File: config.mk
export PLATFORM = sky130hd
export DESIGN_NAME = axis_msg_len_counter
export DESIGN_NICKNAME = d
export VERILOG_FILES = /design/src/rtl/axis_msg_cnt_pkg.sv /design/src/rtl/msg_len_fifo.sv /design/src/rtl/axis_msg_len_counter.sv
export SDC_FILE = /design/constraint.sdc
export NUM_CORES = 1
export LEC_CHECK = 0
export ABC_AREA = 0
export CAP_MARGIN = 20
export CORE_MARGIN = 10
export CORE_UTILIZATION = 50
export DETAILED_ROUTE_END_ITERATION = 16
export PLACE_DENSITY = 0.73
export SLEW_MARGIN = 20
export SYNTH_ARGS = -nofsm -noshare
export SYNTH_HDL_FRONTEND = slang
export SYNTH_HIERARCHICAL = 1
export SYNTH_SLANG_ARGS = --single-unit
File: constraint.sdc
create_clock -name clk -period 4.3 [get_ports clk]
set_input_delay 0.645 -clock clk [delete_from_list [all_inputs] [get_ports clk]]
set_output_delay 0.645 -clock clk [all_outputs]
set_load 0.02 [all_outputs]
File: src/rtl/axis_msg_cnt_pkg.sv
// Shared record type and saturating arithmetic helpers for the AXI4-Stream
// message length counter.
package axis_msg_cnt_pkg;

  localparam int unsigned LEN_CNT_W  = 16;
  localparam int unsigned LEN_CHAN_W = 2;
  localparam int unsigned CALC_W     = 32;
  localparam int unsigned KEEP_MAX_W = 64;

  typedef struct packed {
    logic [LEN_CNT_W-1:0]  bytes;
    logic [LEN_CNT_W-1:0]  beats;
    logic [LEN_CHAN_W-1:0] chan;
    logic                  sat;
  } len_rec_t;

  function automatic logic [CALC_W-1:0] popcount(input logic [KEEP_MAX_W-1:0] keep);
    logic [CALC_W-1:0] n;
    n = '0;
    for (int unsigned i = 0; i < KEEP_MAX_W; i++) begin
      n = n + {{(CALC_W-1){1'b0}}, keep[i]};
    end
    return n;
  endfunction

  function automatic logic [CALC_W-1:0] cnt_max(input int unsigned bits);
    return (bits >= CALC_W) ? '1 : ((CALC_W'(1) << bits) - CALC_W'(1));
  endfunction

  // Sum clamped to the largest value representable in 'bits' bits.
  function automatic logic [CALC_W-1:0] sat_add(input logic [CALC_W-1:0] a,
                                                input logic [CALC_W-1:0] b,
                                                input int unsigned       bits);
    logic [CALC_W:0] sum;
    logic [CALC_W:0] lim;
    sum = {1'b0, a} + {1'b0, b};
    lim = {1'b0, cnt_max(bits)};
    return (sum > lim) ? lim[CALC_W-1:0] : sum[CALC_W-1:0];
  endfunction

  function automatic logic sat_ovf(input logic [CALC_W-1:0] a,
                                   input logic [CALC_W-1:0] b,
                                   input int unsigned       bits);
    logic [CALC_W:0] sum;
    sum = {1'b0, a} + {1'b0, b};
    return sum > {1'b0, cnt_max(bits)};
  endfunction

endpackage

File: src/rtl/msg_len_fifo.sv
// Synchronous show-ahead FIFO of length records; push while full is accepted
// only when a pop happens in the same cycle.
module msg_len_fifo
  import axis_msg_cnt_pkg::*;
#(
  parameter type         rec_t = len_rec_t,
  parameter int unsigned DEPTH = 4
) (
  input  logic clk,
  input  logic rst,
  input  logic push,
  input  rec_t push_data,
  output logic full,
  input  logic pop,
  output rec_t pop_data,
  output logic empty
);

  localparam int unsigned AW = $clog2(DEPTH);
  localparam logic [AW:0] PTR_ONE = {{AW{1'b0}}, 1'b1};

  rec_t        mem [DEPTH];
  logic [AW:0] wr_ptr;
  logic [AW:0] rd_ptr;
  logic        do_push;
  logic        do_pop;

  always_comb begin
    empty    = (wr_ptr == rd_ptr);
    full     = (wr_ptr[AW] != rd_ptr[AW]) && (wr_ptr[AW-1:0] == rd_ptr[AW-1:0]);
    do_pop   = pop && !empty;
    do_push  = push && (!full || do_pop);
    pop_data = mem[rd_ptr[AW-1:0]];
  end

  always_ff @(posedge clk or negedge rst) begin
    if (!rst) begin
      wr_ptr <= '0;
      rd_ptr <= '0;
      for (int unsigned i = 0; i < DEPTH; i++) begin
        mem[i] <= '0;
      end
    end else begin
      if (do_push) begin
        mem[wr_ptr[AW-1:0]] <= push_data;
        wr_ptr              <= wr_ptr + PTR_ONE;
      end
      if (do_pop) begin
        rd_ptr <= rd_ptr + PTR_ONE;
      end
    end
  end

endmodule

File: src/rtl/axis_msg_len_counter.sv
// Passive AXI4-Stream monitor: per-TDEST byte/beat accumulation, one length
// record per tlast beat, buffered for a valid/ready consumer.
module axis_msg_len_counter
  import axis_msg_cnt_pkg::*;
#(
  parameter int unsigned TKEEP_WIDTH    = 8,
  parameter int unsigned NUM_COUNT_BITS = 16,
  parameter int unsigned NUM_CHAN       = 4,
  parameter int unsigned CHAN_W         = ($clog2(NUM_CHAN) > 1) ? $clog2(NUM_CHAN) : 1,
  parameter int unsigned FIFO_DEPTH     = 4
) (
  input  logic                      clk,
  input  logic                      rst,
  input  logic                      s_tvalid,
  input  logic                      s_tready,
  input  logic                      s_tlast,
  input  logic [TKEEP_WIDTH-1:0]    s_tkeep,
  input  logic [CHAN_W-1:0]         s_tdest,
  output logic                      m_len_valid,
  input  logic                      m_len_ready,
  output logic [NUM_COUNT_BITS-1:0] m_len_bytes,
  output logic [NUM_COUNT_BITS-1:0] m_len_beats,
  output logic [CHAN_W-1:0]         m_len_chan,
  output logic                      m_len_sat,
  output logic                      drop_pulse,
  output logic [NUM_COUNT_BITS-1:0] drop_count,
  output logic [NUM_CHAN-1:0]       busy
);

  typedef struct packed {
    logic [NUM_COUNT_BITS-1:0] bytes;
    logic [NUM_COUNT_BITS-1:0] beats;
    logic [CHAN_W-1:0]         chan;
    logic                      sat;
  } rec_t;

  localparam logic [NUM_COUNT_BITS-1:0] CNT_ONE = {{(NUM_COUNT_BITS-1){1'b0}}, 1'b1};

  logic [NUM_COUNT_BITS-1:0] acc_bytes [NUM_CHAN];
  logic [NUM_COUNT_BITS-1:0] acc_beats [NUM_CHAN];
  logic [NUM_CHAN-1:0]       acc_sat;

  logic              beat_ok;
  logic              in_range;
  logic [CHAN_W-1:0] ch;
  logic [CALC_W-1:0] pop_cnt;
  logic [CALC_W-1:0] cur_bytes;
  logic [CALC_W-1:0] cur_beats;
  logic              rec_push;
  logic              fifo_pop;
  logic              fifo_full;
  logic              fifo_empty;
  logic              drop_now;
  rec_t              new_rec;
  rec_t              head_rec;

  // Out-of-range TDEST is steered to channel 0 for the (unused) lookup so the
  // accumulator arrays are never indexed past NUM_CHAN.
  always_comb begin
    beat_ok   = s_tvalid && s_tready;
    in_range  = CALC_W'(s_tdest) < CALC_W'(NUM_CHAN);
    ch        = in_range ? s_tdest : '0;
    pop_cnt   = popcount(KEEP_MAX_W'(s_tkeep));
    cur_bytes = CALC_W'(acc_bytes[ch]);
    cur_beats = CALC_W'(acc_beats[ch]);

    new_rec       = '0;
    new_rec.bytes = NUM_COUNT_BITS'(sat_add(cur_bytes, pop_cnt, NUM_COUNT_BITS));
    new_rec.beats = NUM_COUNT_BITS'(sat_add(cur_beats, CALC_W'(1), NUM_COUNT_BITS));
    new_rec.chan  = ch;
    new_rec.sat   = acc_sat[ch]
                  | sat_ovf(cur_bytes, pop_cnt, NUM_COUNT_BITS)
                  | sat_ovf(cur_beats, CALC_W'(1), NUM_COUNT_BITS);

    rec_push = beat_ok && in_range && s_tlast;
    fifo_pop = !fifo_empty && m_len_ready;
    drop_now = (rec_push && fifo_full && !fifo_pop) || (beat_ok && !in_range);
  end

  always_ff @(posedge clk or negedge rst) begin
    if (!rst) begin
      for (int unsigned i = 0; i < NUM_CHAN; i++) begin
        acc_bytes[i] <= '0;
        acc_beats[i] <= '0;
      end
      acc_sat    <= '0;
      busy       <= '0;
      drop_pulse <= 1'b0;
      drop_count <= '0;
    end else begin
      drop_pulse <= drop_now;
      if (drop_now && (drop_count != '1)) begin
        drop_count <= drop_count + CNT_ONE;
      end
      if (beat_ok && in_range) begin
        if (s_tlast) begin
          acc_bytes[ch] <= '0;
          acc_beats[ch] <= '0;
          acc_sat[ch]   <= 1'b0;
          busy[ch]      <= 1'b0;
        end else begin
          acc_bytes[ch] <= new_rec.bytes;
          acc_beats[ch] <= new_rec.beats;
          acc_sat[ch]   <= new_rec.sat;
          busy[ch]      <= 1'b1;
        end
      end
    end
  end

  msg_len_fifo #(
    .rec_t (rec_t),
    .DEPTH (FIFO_DEPTH)
  ) u_fifo (
    .clk       (clk),
    .rst       (rst),
    .push      (rec_push),
    .push_data (new_rec),
    .full      (fifo_full),
    .pop       (fifo_pop),
    .pop_data  (head_rec),
    .empty     (fifo_empty)
  );

  always_comb begin
    m_len_valid = !fifo_empty;
    m_len_bytes = head_rec.bytes;
    m_len_beats = head_rec.beats;
    m_len_chan  = head_rec.chan;
    m_len_sat   = head_rec.sat;
  end

endmodule
* Word-level counts from Yosys, hierarchy flattened
Cells that the tools add are included. Widths: inputs -> output; s select.
Operators by class: reductions and logical operators 16, bitwise gates (word level) 12, mux-type cells 27, $lt $le $gt $ge 9, $add $sub $neg 12, equal/unequal tests 4
Operators with widths (number):
- $bwmux 140 | 1
- $and 64x64->64 | 2
- $bwmux 64 | 2
- $mux 64 | 2
- $mux 16 | 7
- $mux 35 | 3
- $bmux 35 s2 | 1
- $demux 35 s2 | 1
- $bmux 16 s2 | 2
- $not 64->64 | 1
- $gt 17x16->1 const B | 2
- $demux 16 s2 | 1
- $add 16x1->17 const B | 1
- $add 16x8->17 | 1
- $add 16x1->16 const B | 1
- $ne 16x16->1 const B | 1
- $logic_and 1x1->1 | 12
- $ge 3x3->1 const B | 3
- $not 2->3 | 3
- $add 7x1->8 | 1
- $and 4x4->4 | 2
- $mux 4 | 2
- $add 6x1->7 | 1
- $add 3x1->3 const B | 2
- other kinds (20) | 25
Storage, ports and cells: output and inout bits 57, flip-flop bits (word level) 299

* Depth between registers and ports, before layout
Gate-level depths: netlist of the first run.
depth after elaboration 13, mapped depth 20

* By module
The synthesis of the first run kept the hierarchy.
Modules (own cells, without submodules):
- axis_msg_len_counter | times used 1, area an instance 7708.6 µm², cells each 732
- msg_len_fifo | times used 1, area an instance 6703.9 µm², cells each 379

* Worst setup path before layout of the first run
OpenSTA, ideal clock, no wires.
path type input port to flip-flop, start point in s_tdest[0], end point reg u_fifo/mem[104] (netlist name), slack -0.933 ns, buffers on the path 4, data required time 4.175 ns, arrival 5.108 ns, cell stages on the path 17, cells stage by stage buf_6 -> buf_12 -> buf_6 -> buf_4 -> mux4_2 -> inv_1 -> fa_1 -> fa_1 -> fa_1 -> nor2b_1 -> o21ai_0 -> a21boi_0 -> o21ai_0 -> or4_1 -> a21oi_2 -> inv_1 -> mux2_2
RTL lines:
- start: declaration | line axis_msg_len_counter.sv:18 | input logic [CHAN_W-1:0] s_tdest,
- end signal: indexed assignment | line msg_len_fifo.sv:45 | mem[wr_ptr[AW-1:0]] <= push_data;
- end: declaration | line msg_len_fifo.sv:22 | rec_t mem [DEPTH];

==> results.json, run 1 <==
{
  "outcome": "finished clean",
  "numCtsBuffers": 30,
  "fmax_mhz": 242.5,
  "hold_path.class": "in2async",
  "die_x_um": 189.8,
  "startpoint": "acc_bytes[0]",
  "syn2layout_area_growth_pct": 18.09,
  "postCtsSetupBuffers": 0,
  "cp_cell_sequence": "mux4_2 > inv_1 > fa_1 > fa_1 > fa_2 > inv_1 > fa_2 > a21o_1 > a21o_1 > nand2_2 > nor2_2 > or4_4 > a21oi_4 > inv_2 > mux2_2",
  "max_stage_delay_ns": 0.55,
  "cp.depth": 15,
  "syn_area_um2": 14410,
  "fill_cells": 2225,
  "yosys.cell_types.count": 67,
  "worstPathRequired_ns": 4.74,
  "crit_fanout": 4,
  "top_layer_used": "met4",
  "drtIter0Drc": 658,
  "wl_met3_mm": 1.449,
  "dieArea_um2": 36020,
  "placed_area_um2": 15930,
  "grt_pass1_vias": 9504,
  "rr_endpoint": "u_fifo/mem[34]",
  "p_comb_share_pct": 26.2,
  "p_leak_nw": 7.873,
  "setup_viol": 0,
  "power.density_nw_per_um2": 482.1,
  "cp-start-kind": "flop",
  "clkPwrFrac_pct": 33.9,
  "synth-edff-count": 0,
  "crit_slowest_cell": "fa_1",
  "syn_area_per_cell_um2": 12.97,
  "hpwl_mm": 20.57,
  "antenna_left": 0,
  "netSwitchingFraction_pct": 29.34,
  "tritoncts": "done",
  "cts_root_buffer": "clkbuf_16",
  "ctsHoldBuffers": 0,
  "reg2reg_slack_ns": 0.18,
  "finalHoldViolations": 0,
  "num_vias": 9146,
  "fin_crit_ns": 4.123,
  "tightest_slew_ns": 0.9461,
  "ys_seq_area_share_pct": 51.91,
  "antenna_found_initial": 1,
  "vias_per_cell": 5.628,
  "dr_wl_met2_mm": 14.55,
  "worstPathArrival_ns": 4.57,
  "vdd_drop_max_v": 0.0003182,
  "clockBufferDepth": 3,
  "slew_headroom_pct": 36.71,
  "grt_start_max_net_pins": 122,
  "path_buf_inv": 3,
  "core_area_um2": 28550,
  "drc": 0,
  "multi_input_area_um2": 6575,
  "final_area_um2": 17020,
  "ctsResizeCount": 0,
  "synth_ff_type": "dfrtp_1",
  "drv_cap": 0,
  "gr-total-overflow": 0,
  "synth-seq-cells": 299,
  "synth_nets": 1146,
  "drv_slew": 0,
  "crit_type": "reg2reg",
  "clk_pin_slew_ns": 0.07,
  "p_sw_mw": 2.407,
  "crit_family": "adder cells",
  "critPathCapture": "u_fifo/mem[34]",
  "wirelength_mm": 31.18,
  "seqCellArea_um2": 7485,
  "power_frac_seq_pct": 39.9,
  "avgRoutedWirePerCell_um": 19.19,
  "setup_tns_ns": 0,
  "synth_async_sr_flop_share_pct": 100.0,
  "drive_gt1_share_pct": 31.29,
  "cts.sinks": 299,
  "firstDrtPassIters": 5,
  "fin_crit_sh_pct": 95.89,
  "std_cell_rows": 62,
  "htree_levels": 1,
  "timing.rr.start": "acc_bytes[0]",
  "grt_util_all_layers_pct": 17.44,
  "chipHeight_um": 189.8,
  "crit_path_end_kind": "flop",
  "grt_pass1_wl_mm": 51.61,
  "reg2reg_depth": 15,
  "rsz0062_at_grt": "no",
  "io_pins": 73,
  "synthCells": 1111,
  "portBuffers": 72,
  "start_util_pct": 50.49,
  "clock_skew_ns": 0.01458,
  "clock_latency_ns": 0.56,
  "yosys_warnings": 6,
  "layout.nets": 1251,
  "place_congestion": 0.8293,
  "wl_met1_mm": 14.44,
  "p_int_mw": 5.798
}
[stage by stage]
stage	cells	setup WS (ns)	utilization, %	power (mW)	hold WS [ns]
2_1_floorplan	1111	-0.5129	-	4.786	0.3494
3_3_place_gp	1568	-0.4488	55.79	5.427	0.4554
3_5_place_dp	1568	-0.4998	55.79	5.482	0.4628
4_1_cts	1624	0.07443	59.53	8.280	0.2204
5_1_grt	1624	0.001643	59.61	8.613	0.2391
6_report	1625	0.1766	59.62	8.205	0.1867
[power groups by stage]
stage / combinational [mW] / clock, mW / sequential (mW)
3_3_place_gp: 2.12 / 0 / 3.31
6_report: 2.15 / 2.78 / 3.28
4_1_cts: 2.17 / 2.83 / 3.28
5_1_grt: 2.35 / 2.95 / 3.31
3_5_place_dp: 2.16 / 0 / 3.32
2_1_floorplan: 1.50 / 0 / 3.28
[synth_stat cells (6+ instances only)]
library cell,number,share of area [%]
dfrtp_1,299,52
nand2_1,183,4.8
mux2_2,103,8.0
o21ai_0,103,3.6
mux4_2,62,9.7
clkbuf_1,36,0.94
mux2_4,30,3.1
xnor2_1,22,1.3
inv_1,21,0.55
o21ai_2,17,1.0
xor2_1,17,1.0
ha_1,14,1.2
nor2_1,14,0.36
a22o_1,12,0.73
nand3_1,12,0.42
buf_6,11,0.86
mux2_1,10,0.78
and2_1,9,0.39
buf_2,9,0.31
nand4_1,9,0.39
o31ai_1,9,0.47
buf_4,8,0.42
a21o_1,7,0.36
and3_1,6,0.26
mux4_1,6,1.1
[metal layers]
metal,GRT usage (%),vias up
met5,0,-
met3,2.563,45
met4,4.426,0
li1,-,4206
met2,28.19,194
met1,24.34,4701
[cells by family after synthesis]
logic type      share of synthesized area [%]
compound gates                          8.673
xor+xnor                                2.787
fa+ha+maj                               1.910
buf+inv                                 3.377
flops                                   51.91
mux                                     22.81
simple gates                            8.534
[cells in the final DEF, fill, tap and decap left out, types with 8 or more instances in the layout]
master,n
a22o_1,12
and2_1,9
buf_4,62
clkbuf_16,31
clkbuf_8,8
clkdlybuf4s50_1,66
dfrtp_1,297
ha_1,14
inv_1,20
mux2_1,10
mux2_2,101
mux2_4,32
mux4_2,62
nand2_1,164
nand2_2,17
nand3_1,12
nand4_1,9
nor2_1,13
o21ai_0,74
o21ai_1,29
o21ai_2,17
o31ai_1,9
xnor2_1,22
xor2_1,17
[registers in the layout, summed over array words and instances (netlist names), named ones only]
name and cells:
u_fifo/mem 140, acc_sat 4, u_fifo/wr_ptr 3, acc_beats 64, drop_count 16, acc_bytes 64, drop_pulse 1, u_fifo/rd_ptr 3
[cell type report]
cell class                 instances  share of cell area (%)
timing repair buffer             141                   7.807
sequential                       299                   43.98
clock inverter                    11                  0.9483
clock buffer                      45                   5.337
tap                              384                   2.823
inverter                          21                  0.4631
antenna                            1                 0.01470
multi-input combinational        723                   38.63
[worst min path at each step]
stage	endpoint	slack, ns
floorplan	async pin	0.35
global route	drop_count[10]	0.24
global placement	acc_sat[2]	0.46
detailed placement	acc_bytes[11]	0.46
finish	drop_count[10]	0.19
CTS	u_fifo/mem[74]	0.22
Note: power is estimated with default switching activity, not from simulation.
==> inputs of run 2 (changes only) <==
--- a/config.mk
+++ b/config.mk
@@ -7,10 +7,11 @@
 export LEC_CHECK = 0
 export ABC_AREA = 0
 export CAP_MARGIN = 20
+export CORE_ASPECT_RATIO = 1.4
 export CORE_MARGIN = 10
-export CORE_UTILIZATION = 50
+export CORE_UTILIZATION = 60
 export DETAILED_ROUTE_END_ITERATION = 16
-export PLACE_DENSITY = 0.73
+export PLACE_DENSITY = 0.82
 export SLEW_MARGIN = 20
 export SYNTH_ARGS = -nofsm -noshare
 export SYNTH_HDL_FRONTEND = slang
==> constraint.sdc (replaced) <==
create_clock -name clk -period 4.2 [get_ports clk]
set_input_delay 0.63 -clock clk [delete_from_list [all_inputs] [get_ports clk]]
set_output_delay 0.63 -clock clk [all_outputs]
set_load 0.02 [all_outputs]
==> run 2 against run 1 <==
The run now ends with negative setup slack left; wire length up 5.9%; clock-buffer cell count down 7; critical path depth is the same; non-clock buffer count increased by 10; via count is 3.1% higher; fmax down 3.1%; critical endpoint is now u_fifo/mem[139]; largest power group unchanged.
==> results.json, run 2 (same netlist as run 1, synthesis figures left out) <==
{
  "outcome": "finished, violations left",
  "failed_checks": "negative setup slack",
  "power_mw": 8.361,
  "clockBufferDepth": 3,
  "drc": 0,
  "cp.depth": 15,
  "power.density_nw_per_um2": 492.2,
  "grt_pass1_vias": 10090,
  "tightest_slew_ns": 1.068,
  "fmax_mhz": 234.9,
  "crit_family": "adder cells",
  "tritoncts": "done",
  "clock_latency_ns": 0.53,
  "rsz0062_at_grt": "yes",
  "finalHoldViolations": 0,
  "layout_common_cells": "dfrtp_1, nand2_1, mux2_2, o21ai_0, buf_4",
  "final_util_pct": 71.35,
  "layout_setup_ws_ns": -0.05709,
  "portBuffers": 72,
  "crit_path_frequent_cell": "inv_2",
  "core_area_um2": 23810,
  "met2_usage_pct": 37.60,
  "grt_use_met3_pct": 2.772,
  "crit_fanout": 4,
  "grt_pass1_wl_mm": 53.73,
  "crit_type": "reg2reg",
  "clk_pin_slew_ns": 0.07,
  "max_stage_delay_ns": 0.55,
  "fill_cells": 1526,
  "grt_util_all_layers_pct": 21.58,
  "largest_reg_flops": 140,
  "hpwl_mm": 20.80,
  "wirelength_mm": 33.03,
  "p_leak_nw": 7.864,
  "fin_crit_ns": 4.257,
  "layout.nets": 1258,
  "avgRoutedWirePerCell_um": 21.24,
  "grt_busiest_layer": "met2",
  "largestRegisters": "u_fifo/mem (140), acc_beats (64), acc_bytes (64)",
  "hold_path.class": "reg2reg",
  "firstDrtPassIters": 5,
  "vias_per_cell": 6.064,
  "cts.sinks": 299,
  "htree_levels": 1,
  "antenna_left": 0,
  "reg2reg_depth": 15,
  "clock_skew_ns": 0.01138,
  "antenna_found_initial": 1,
  "cp-start-kind": "flop",
  "cp_cell_sequence": "mux4_2 > inv_2 > fa_1 > fa_1 > fa_2 > inv_2 > fa_2 > a21o_1 > a21o_1 > nand2_2 > nor2_2 > or4_1 > a21oi_2 > inv_2 > mux2_4",
  "path_buf_inv": 3,
  "syn2layout_area_growth_pct": 17.86,
  "drtIter0Drc": 881,
  "crit_path_end_kind": "flop",
  "slew_headroom_pct": 28.58,
  "worstPathArrival_ns": 4.67,
  "vdd_drop_max_v": 0.0003853,
  "drv_slew": 0,
  "met1_usage_pct": 27.12,
  "largest_register": "u_fifo/mem",
  "setup_viol": 9,
  "grt_start_max_net_pins": 138,
  "chipHeight_um": 203.4,
  "num_vias": 9430,
  "die_x_um": 151.0,
  "drv_cap": 0,
  "io_pins": 73,
  "crit_slowest_cell": "fa_1",
  "cts_root_buffer": "clkbuf_16",
  "fin_crit_sh_pct": 101.4,
  "gr-total-overflow": 0,
  "min_delay_path_depth": 2,
  "std_cell_rows": 67,
  "drive_gt1_share_pct": 32.26,
  "start_util_pct": 60.54,
  "numCtsBuffers": 27,
  "final_common_cell": "dfrtp_1",
  "worstPathRequired_ns": 4.62,
  "dieArea_um2": 30710,
  "place_congestion": 0.8852
}
-- run 2: worst paths after layout --
path	slack, ns	startpoint	to
max	-0.06	acc_bytes[0]	u_fifo/mem[139]
min	0.48	acc_bytes[27]	acc_bytes[27]
max reg2reg	-0.06	acc_bytes[0]	u_fifo/mem[139]
min reg2reg	0.48	acc_bytes[27]	acc_bytes[27]
max in group asynchronous	2.49	rst	acc_beats[30]
min in group asynchronous	0.55	rst	drop_count[0]
-- run 2: per-stage QoR --
step / hold WS (ns) / instance area, um2 / cells / TNS (ns) / setup WS, ns
floorplan: 0.3344 / 14570 / 1111 / -45.07 / -0.5979
global placement: 0.4537 / 15820 / 1492 / -54.28 / -0.5142
detailed placement: 0.4623 / 15820 / 1492 / -64.06 / -0.6261
CTS: 0.2750 / 16880 / 1551 / -0.4016 / -0.08738
global route: 0.4952 / 16980 / 1554 / -6.367 / -0.1672
finish: 0.4764 / 16990 / 1555 / -0.2044 / -0.05709
-- run 2: layout make-up --
cell class / instances / area, um2 / share of cell area [%]
sequential: 299 / 7485 / 44.06
timing repair buffer: 151 / 1429 / 8.412
inverter: 21 / 78.83 / 0.4641
tap: 310 / 387.9 / 2.283
clock inverter: 11 / 188.9 / 1.112
clock buffer: 38 / 767.0 / 4.515
multi-input combinational: 723 / 6645 / 39.12
antenna: 2 / 5.005 / 0.02946
-- run 2: per-layer routing --
| metal | wire (um) | up-vias |
|---|---|---|
| met5 | 0 | - |
| met4 | 977 | 0 |
| met3 | 1563 | 58 |
| met2 | 17160 | 264 |
| met1 | 13330 | 4896 |
| li1 | - | 4212 |
-- run 2: power by group --
part | internal [mW] | switching [mW]
combinational | 1.11 | 1.24
clock | 1.58 | 1.06
sequential | 3.17 | 0.195
total | 5.86 | 2.50
-- run 2: worst min-delay path, cell delays in order (launching register included) --
cell and delay (ns):
dfrtp_1 0.34, nand2_1 0.06, o21ai_2 0.05
-- run 2: timing repair --
item | CTS | global route
resized for setup | 15 | 14
hold buffers | 0 | 1
setup endpoints to repair | 88 | 87
setup buffers | 10 | 1
hold endpoints to repair | 0 | 31
pin swaps | 9 | 11
gates cloned | 0 | 0
==> inputs of run 3 (changes only) <==
--- a/config.mk
+++ b/config.mk
@@ -12,8 +12,8 @@
 export CORE_UTILIZATION = 60
 export DETAILED_ROUTE_END_ITERATION = 16
 export PLACE_DENSITY = 0.82
+export SKIP_CTS_REPAIR_TIMING = 1
 export SLEW_MARGIN = 20
 export SYNTH_ARGS = -nofsm -noshare
 export SYNTH_HDL_FRONTEND = slang
-export SYNTH_HIERARCHICAL = 1
 export SYNTH_SLANG_ARGS = --single-unit
==> run 3 against run 2 <==
The run now ends clean; power fell by 5.1%; sequential power down 1%; core utilization shrank 0.089 points; setup slack improved by 0.27 ns; synthesized cell count up 10%; critical path type unchanged; critical endpoint is now acc_bytes[35]; highest routed layer unchanged.
==> results.json, run 3 <==
{
  "outcome": "finished clean",
  "vias_per_cell": 5.996,
  "placed_cells": 1569,
  "crit_slowest_cell": "fa_1",
  "hpwl_mm": 20.02,
  "fin_crit_sh_pct": 95.05,
  "synthMostInstantiatedCell": "dfrtp_1",
  "crit_type": "reg2reg",
  "p_comb_share_pct": 24.4,
  "power.density_nw_per_um2": 494.1,
  "layout_common_cells": "dfrtp_1, nand2_1, o21ai_0, mux4_2, clkdlybuf4s50_1",
  "worstPathRequired_ns": 4.65,
  "syn_area_per_cell_um2": 11.20,
  "synth-seq-cells": 299,
  "placed_area_um2": 14950,
  "dp_slack_ns": -0.5728,
  "drv_cap": 0,
  "fin_cells": 1622,
  "cts_root_buffer": "clkbuf_16",
  "clock_skew_ns": 0.01098,
  "path_buf_inv": 2,
  "hold_path.class": "in2async",
  "cp_cell_sequence": "mux4_2 > inv_2 > fa_1 > fa_1 > fa_2 > inv_2 > fa_2 > a21o_1 > a21oi_2 > nand4b_4 > or3_4 > o21a_1 > or2_4 > o21ai_1",
  "synth_commonest_cells": "dfrtp_1, nand2_1, o21ai_0",
  "crit_fanout": 5,
  "avgRoutedWirePerCell_um": 19.40,
  "synth_nets": 1259,
  "synth-edff-count": 0,
  "clockBufferDepth": 3,
  "netSwitchingFraction_pct": 28.85,
  "clock_latency_ns": 0.53,
  "numCtsBuffers": 29,
  "start_util_pct": 60.87,
  "crit_path_end_kind": "flop",
  "dieArea_um2": 29390,
  "setup_viol": 0,
  "chipHeight_um": 198.9,
  "gr-total-overflow": 0,
  "final_area_um2": 16050,
  "p_sw_mw": 2.288,
  "io_pins": 73,
  "synthCells": 1224,
  "grt_util_all_layers_pct": 21.76,
  "reg2reg_slack_ns": 0.21,
  "worstPathArrival_ns": 4.45,
  "largestRegisters": "u_fifo.mem (140), acc_beats (64), acc_bytes (64)",
  "yosys_warnings": 0,
  "drtIter0Drc": 887,
  "syn_area_um2": 13710,
  "synth_area_leaders": "dfrtp_1, mux4_2, nand2_1",
  "largest_reg_flops": 140,
  "tightest_slew_ns": 0.8583,
  "antenna_left": 0,
  "num_vias": 9726,
  "final_common_cell": "dfrtp_1",
  "power_frac_seq_pct": 42.0,
  "diodes": 0,
  "wirelength_mm": 31.46,
  "place_congestion": 0.8600,
  "fmax_mhz": 250.5,
  "finalHoldViolations": 0,
  "synth_ff_type": "dfrtp_1",
  "antenna_found_initial": 1,
  "cts.sinks": 299,
  "die_x_um": 147.8,
  "ys_seq_area_share_pct": 54.56,
  "drv_slew": 0,
  "yosys.cell_types.count": 53,
  "std_cell_rows": 65,
  "synth_async_sr_flop_share_pct": 100.0,
  "layout_setup_ws_ns": 0.2079,
  "fin_crit_ns": 3.992,
  "drive_gt1_share_pct": 19.45,
  "synth_top_cell_by_area": "dfrtp_1",
  "syn2layout_area_growth_pct": 17.06,
  "vdd_drop_max_v": 0.0005814,
  "grt_pass1_vias": 10180,
  "slew_headroom_pct": 42.78,
  "crit_family": "adder cells",
  "cp-start-kind": "flop",
  "htree_levels": 1,
  "clkPwrFrac_pct": 33.6,
  "max_stage_delay_ns": 0.50,
  "p_leak_nw": 7.163,
  "clk_pin_slew_ns": 0.06,
  "firstDrtPassIters": 6,
  "portBuffers": 72,
  "power_mw": 7.932,
  "p_int_mw": 5.644,
  "layout.nets": 1335,
  "largest_register": "u_fifo.mem",
  "drc": 0,
  "tritoncts": "done",
  "grt_pass1_wl_mm": 52.67,
  "grt_start_max_net_pins": 112,
  "core_area_um2": 22530,
  "synth_top_area_share_pct": 54.56,
  "rsz0062_at_grt": "no"
}
## run 3: cell types whose count changed in the layout (fill, tap and decap cells not counted), sizes merged, moves of 4 or more
cell and change:
or2 +19, o31ai +32, o41ai -4, buf -25, o21ai +84, a21o -6, or3 +4, nor2 +26
nand2 +83, mux2 -124, a22o +8
## run 3: kinds of logic after synthesis
family	count (synthesis)	share of synthesized area, %
XOR/XNOR	42	2.682
AO/OA/AOI/OAI	283	12.00
flip-flops	299	54.56
buffers and inverters	96	2.975
multiplexers	89	12.87
adder cells (fa/ha/maj)	19	2.007
AND/OR/NAND/NOR	396	12.90
## run 3: layer usage
metal | track usage (%) | share of wire, % | wire length (um)
met3 | 3.365 | 5.4 | 1692
met1 | 27.91 | 41 | 13010
met2 | 37.90 | 51 | 16190
met4 | 5.629 | 1.8 | 569
met5 | 0 | 0 | 0
## run 3: worst paths after layout
kind	endpoint	startpoint	cells past startpoint
worst min register to register	acc_bytes[23]	acc_bytes[23]	2
max in group asynchronous	acc_bytes[38]	rst	2
worst min-delay path	acc_bytes[55]	rst	1
min in group clk	acc_bytes[23]	acc_bytes[23]	2
worst max register to register	acc_bytes[35]	acc_bytes[0]	14
worst max-delay path	acc_bytes[35]	acc_bytes[0]	14
## run 3: power groups by stage
stage	registers, mW	clock network [mW]	logic [mW]
floorplan	3.35	0	1.21
global placement	3.36	0	1.87
detailed placement	3.38	0	1.91
CTS	3.33	2.69	1.92
global route	3.37	2.82	2.13
finish	3.33	2.66	1.94
## run 3: per-stage QoR
| stage | hold slack (ns) | util [%] | setup TNS [ns] |
|---|---|---|---|
| CTS | 0.1906 | 70.75 | -0.02275 |
| global placement | 0.4537 | 66.36 | -42.13 |
| floorplan | 0.3344 | - | -29.19 |
| finish | 0.1213 | 71.26 | 0 |
| detailed placement | 0.4620 | 66.36 | -50.69 |
| global route | 0.2056 | 71.26 | 0 |
## run 3: layout make-up
type / instances / area (um2)
Tap cell: 301 / 376.6
Clock inverter: 12 / 141.4
Multi-Input combinational cell: 829 / 5995
Timing Repair Buffer: 124 / 1146
Fill cell: 1474 / 6475
Inverter: 17 / 63.81
Clock buffer: 40 / 847.1
Sequential cell: 299 / 7483
